File: src/rtl/sfifo_ctrl.sv
// Single-clock synchronous FIFO with watermarks, FWFT/registered read and synchronous flush.
// Optional sticky overflow/underflow flags are built only when SFIFO_ERR_EN is defined.
module sfifo_ctrl #(
  parameter int unsigned AW        = 4,
  parameter int unsigned DW        = 32,
  parameter int unsigned FWFT      = 1,
  parameter int unsigned AFULL_TH  = (1 << AW) - 1,
  parameter int unsigned AEMPTY_TH = 1
) (
  input  logic          clk,
  input  logic          reset_n,
  input  logic          we,
  input  logic          re,
  input  logic          flush,
  input  logic [DW-1:0] d,
  output logic [DW-1:0] q,
  output logic          full,
  output logic          empty,
  output logic          afull,
  output logic          aempty,
  output logic [AW:0]   cnt,
  output logic          ovf,
  output logic          udf,
  input  logic          err_clr
);

  localparam int unsigned Depth    = 1 << AW;
  localparam logic [AW:0] DepthC   = (AW + 1)'(Depth);
  localparam logic [AW:0] AfullTh  = (AW + 1)'(AFULL_TH);
  localparam logic [AW:0] AemptyTh = (AW + 1)'(AEMPTY_TH);
  localparam logic [AW:0] PtrOne   = {{AW{1'b0}}, 1'b1};

  logic [DW-1:0] mem [Depth];

  logic [AW:0] wptr_q, wptr_d, rptr_q, rptr_d, cnt_q, cnt_d;
  logic        full_q, empty_q, afull_q, aempty_q;
  logic        full_d, empty_d, afull_d, aempty_d;
  logic        wt, rd;
  logic [AW-1:0] raddr;

  assign wt    = we & ~full_q;
  assign rd    = re & ~empty_q;
  assign raddr = rptr_q[AW-1:0];

  always_comb begin
    wptr_d = wptr_q;
    rptr_d = rptr_q;
    cnt_d  = cnt_q;
    if (flush) begin
      wptr_d = '0;
      rptr_d = '0;
      cnt_d  = '0;
    end else begin
      if (wt) wptr_d = wptr_q + PtrOne;
      if (rd) rptr_d = rptr_q + PtrOne;
      unique case ({wt, rd})
        2'b10:   cnt_d = cnt_q + PtrOne;
        2'b01:   cnt_d = cnt_q - PtrOne;
        default: cnt_d = cnt_q;
      endcase
    end
    // Flags come from the next count so they move on the same edge as cnt.
    full_d   = (cnt_d == DepthC);
    empty_d  = (cnt_d == '0);
    afull_d  = (cnt_d >= AfullTh);
    aempty_d = (cnt_d <= AemptyTh);
  end

  always_ff @(posedge clk or negedge reset_n) begin
    if (!reset_n) begin
      wptr_q   <= '0;
      rptr_q   <= '0;
      cnt_q    <= '0;
      full_q   <= 1'b0;
      empty_q  <= 1'b1;
      afull_q  <= 1'b0;
      aempty_q <= 1'b1;
    end else begin
      wptr_q   <= wptr_d;
      rptr_q   <= rptr_d;
      cnt_q    <= cnt_d;
      full_q   <= full_d;
      empty_q  <= empty_d;
      afull_q  <= afull_d;
      aempty_q <= aempty_d;
    end
  end

  always_ff @(posedge clk) begin
    if (wt && !flush) mem[wptr_q[AW-1:0]] <= d;
  end

  if (FWFT != 0) begin : g_fwft
    // Driven to zero while empty so q reads 0 out of reset.
    assign q = empty_q ? '0 : mem[raddr];
  end else begin : g_reg
    logic [DW-1:0] q_q;
    always_ff @(posedge clk or negedge reset_n) begin
      if (!reset_n)          q_q <= '0;
      else if (rd && !flush) q_q <= mem[raddr];
    end
    assign q = q_q;
  end

  assign full   = full_q;
  assign empty  = empty_q;
  assign afull  = afull_q;
  assign aempty = aempty_q;
  assign cnt    = cnt_q;

`ifdef SFIFO_ERR_EN
  logic ovf_q, udf_q;
  // Setting wins over err_clr in the same cycle.
  always_ff @(posedge clk or negedge reset_n) begin
    if (!reset_n) begin
      ovf_q <= 1'b0;
      udf_q <= 1'b0;
    end else begin
      if (we && full_q && !flush) ovf_q <= 1'b1;
      else if (err_clr)           ovf_q <= 1'b0;
      if (re && empty_q && !flush) udf_q <= 1'b1;
      else if (err_clr)            udf_q <= 1'b0;
    end
  end
  assign ovf = ovf_q;
  assign udf = udf_q;
`else
  logic unused_err_clr;
  assign unused_err_clr = err_clr;
  assign ovf = 1'b0;
  assign udf = 1'b0;
`endif

endmodule

File: config.mk
export PLATFORM = sky130hd
export DESIGN_NAME = sfifo_ctrl
export DESIGN_NICKNAME = d
export VERILOG_FILES = /design/src/rtl/sfifo_ctrl.sv
export SDC_FILE = /design/constraint.sdc
export NUM_CORES = 1
export LEC_CHECK = 0
export BUFFER_PORTS_ARGS = -buffer_cell sky130_fd_sc_hd__buf_2
export CORE_ASPECT_RATIO = 0.5
export CORE_MARGIN = 10
export CORE_UTILIZATION = 42
export DETAILED_ROUTE_END_ITERATION = 10
export PLACE_DENSITY = 0.57
export SLEW_MARGIN = 40
export SYNTH_ARGS = -nofsm -noshare
export SYNTH_HDL_FRONTEND = slang
export SYNTH_SLANG_ARGS = --single-unit
File: constraint.sdc
create_clock -name clk -period 5.1 [get_ports clk]
set_input_delay 1.02 -clock clk [delete_from_list [all_inputs] [get_ports clk]]
set_output_delay 1.02 -clock clk [all_outputs]
set_load 0.1 [all_outputs]
==> impl_summary.md <==
Status
The run finished with clean final reports.

Clocking
The buffer depth of the longest clock path is 3. Buffers added to address setup during post-CTS repair amount to 0. At the later pin of the worst-skew pair, clock insertion delay measures 0.56 ns. The clock tree from TritonCTS is done. The clock net in this run drives a total of 529 sinks.

The number of cells upsized or downsized after cts is 0. The H-tree generated during clock tree synthesis spans 2 levels. TritonCTS created 49 clock buffers.

The tree is rooted in a sky130_fd_sc_hd__clkbuf_16. Clock-pin slew was measured on the worst setup and hold paths at 0.06 ns. The count of hold buffers inserted by post-cts repair is 0.

Placement
After legalization and detailed placement, the total HPWL measured 23,040 um. At the end of routability-driven placement, the weighted congestion stood at 0.7661. The post-placement worst setup slack is 1.565 ns. Input and output buffers added on the ports amount to 77.

STA
The number of hold violations in the final report is 0. For the pin with the worst max-slew slack, the measured transition is 0.7706 ns. The final setup slack of the worst path is 1.037 ns. The number of max-slew violations in the final report came to 0. The total of endpoints with negative setup slack in the final report is 0. Setup repair after global routing left no endpoint under its margin. The maximum clock frequency is 246.1 MHz. The aggregate negative setup slack is 0 ns. The clock period minus final worst setup slack is 4.063 ns. The worst pin sits at a relative slew slack of 48.62%. On the final layout, the worst hold slack is 0.3851 ns. The final critical path takes up 79.66% of the cycle. Clock skew on the completed layout was measured at 0.01788 ns.

Detailed routing
Dividing the detail-routed via count by the number of cells gives 5.480. In this run the remaining antenna-violating nets after routing total 0. The count of vias placed by the detailed router is 9,146. After detailed routing, the total wire length is 43,760 um.

The detailed-route wire length per cell is 26.22 um. Before antenna repair, the detailed router went through 4 iterations. The count of routing violations after the opening detailed-route iteration is 879. The count of unresolved DRC violations after routing is 0.

Floorplan
The die area is 58,460 sq um. 81 I/O pins were placed. In this run the vertical extent of the chip is 176.0 um.

After floorplanning, the core was sized to cover 48,350 sq um. The initialized floorplan defines 57 standard-cell rows. The die is 332.1 um wide.

Once the floorplan was initialized, standard cells occupied 42.29% of the core.

Logic synthesis
The proportion of register bits with asynchronous set or reset after synthesis is 3.214%. The cell type with the largest total area after synthesis is sky130_fd_sc_hd__edfxtp_1. The number of distinct library cells after synthesis is 38. The most used flip-flop cell after synthesis is sky130_fd_sc_hd__edfxtp_1.

Sorting the synthesized cells by area gives the leading types as sky130_fd_sc_hd__edfxtp_1 75%, sky130_fd_sc_hd__mux4_2 18%, sky130_fd_sc_hd__dfrtp_1 1.8%. The number of storage elements in the synthesis netlist is 529. Synthesis produced a netlist whose cell count is 871. The post-synthesis sequential area ratio is 77.27%. The cell area after synthesis is 20,450 sq um. The Yosys step of the flow raised 0 warnings.

A synthesized cell averages 23.48 sq um. In this run the biggest area consumer among cell types represents 75.18% of the synthesized area. The number of synthesized flops with an enable pin is 512.

Hold path
The type of the most critical hold path is input pin to async pin.

Setup path
Traced cell by cell, the critical path runs through buf_4, mux4_2, mux4_2, nor2b_1, buf_2. The critical path class is flip-flop to primary output. The worst path required time is 4.08 ns. The element type at the critical path end is a primary output. Along the worst path, the maximum fanout reaches 48.

The maximum single-stage delay on the critical path is 0.58 ns. The type of element launching the critical path is a flip-flop. The critical path's slowest cell is sky130_fd_sc_hd__buf_4.

Among the stages of the critical path, the cell type that occurs most often is sky130_fd_sc_hd__mux4_2. At the worst endpoint, the arrival time is 3.04 ns.

Layout
For this run, the post-layout net count is 1,026. The area added between synthesis and finish is 14.04%. The post-route netlist has 34.94% of its cells at a drive strength greater than 1. The library cells used most frequently in the layout, excluding fill and tap cells, are 512 x sky130_fd_sc_hd__edfxtp_1, 160 x sky130_fd_sc_hd__mux4_2, 77 x sky130_fd_sc_hd__buf_2. The most common cell after layout, fill and taps aside is sky130_fd_sc_hd__edfxtp_1.

Power
The sum of internal, switching and leakage power is 10.43 mW. The peak ir drop on the vdd network is 0.2333 mV. In this run the static leakage power is 7.213 nW. The power per cell area is 447.3 nW/um^2.

Global routing
The first global-routing pass estimated 65,220 um of wire. Entering global routing, the biggest net connects 49 pins. The total overflow left after global routing is 0. The number of antenna violations at the first check in global routing was 1. The via count of the first global-routing pass came to 9,902.

The global-route total usage across every layer is 14.88%.

Job
The max-capacitance violation count is 0.
critical path, delay by kind of cell, from the launching register on:
kind | cells | cell delay, ns
simple gates | 1 | 0.15
flops | 1 | 0.42
buf+inv | 2 | 0.90
mux | 2 | 0.94
synth_stat cells (all sizes together), types with 2 or more instances:
library cell / n
buf: 28
a21oi: 5
nand4: 2
nor2: 26
clkbuf: 22
edfxtp: 512
nand2b: 3
xnor2: 5
ha: 7
nand2: 13
dfrtp: 15
inv: 4
dfstp: 2
xor2: 6
mux4: 160
nor3: 7
a31oi: 2
nor2b: 35
power by group:
group | switching [mW] | internal, mW | leakage, nW
registers | 0.0493 | 4.85 | 4.83
clock network | 1.53 | 1.86 | 0.716
logic | 1.46 | 0.685 | 1.67
stage by stage:
step | std cells | utilization [%] | area (sq um)
final | 1669 | 48.23 | 23320
after floorplan | 872 | - | 20450
after global placement | 1579 | 45.21 | 21860
after global routing | 1668 | 48.23 | 23320
after detailed placement | 1579 | 45.21 | 21860
after CTS | 1668 | 48.23 | 23320
flip-flops by register name, indices dropped and copies added, names as in the netlist:
register	flops
mem	512
cnt	5
wptr_q	4
afull	1
aempty	1
rptr_q	4
full	1
empty	1
metal layers:
layer / vias up / global-route usage [%] / wire length, um
li1: 3884 / - / -
met1: 4955 / 20.19 / 18960
met2: 244 / 25.24 / 21960
met3: 63 / 2.522 / 2128
met4: 0 / 3.133 / 709
met5: - / 0 / 0
cell type report:
| type | count | area [sq um] |
|---|---|---|
| diodes | 1 | 2.502 |
| clock buffers | 58 | 1260 |
| clock inverters | 31 | 198.9 |
| fillers | 3918 | 25030 |
| inverters | 4 | 15.01 |
| multi-input cells | 289 | 4501 |
| flip-flops and latches | 529 | 15820 |
| well taps | 649 | 812.0 |
| repair buffers | 108 | 718.2 |
path summary, 6_finish.rpt:
| kind | start | end | slack [ns] | cells after the start |
|---|---|---|---|---|
| worst max-delay path | rptr_q[1]$_DFFE_PN0P_ | q[19] | 1.04 | 5 |
| worst min-delay path | reset_n | cnt[1]$_DFF_PN0_ | 0.39 | 1 |
| worst max register to register | empty$_DFF_PN1_ | aempty$_DFF_PN1_ | 1.61 | 12 |
| worst min register to register | wptr_q[1]$_DFFE_PN0P_ | wptr_q[1]$_DFFE_PN0P_ | 0.61 | 2 |
| max in group asynchronous | reset_n | empty$_DFF_PN1_ | 4.39 | 1 |
| min in group clk | wptr_q[1]$_DFFE_PN0P_ | wptr_q[1]$_DFFE_PN0P_ | 0.61 | 2 |
cells by family (layout without fill, tap and decap cells):
| logic type | Yosys count | in the layout | synth area share (%) |
|---|---|---|---|
| XOR/XNOR | 11 | 11 | 0.4711 |
| other | 1 | 3 | 0.01834 |
| multiplexers | 161 | 161 | 17.67 |
| AND/OR/NAND/NOR | 92 | 92 | 2.337 |
| AO/OA/AOI/OAI | 16 | 16 | 0.5262 |
| flip-flops | 529 | 529 | 77.27 |
| buffers and inverters | 54 | 201 | 1.279 |
| adder cells (fa/ha/maj) | 7 | 7 | 0.4282 |
Power figures use the tool's default switching activity.
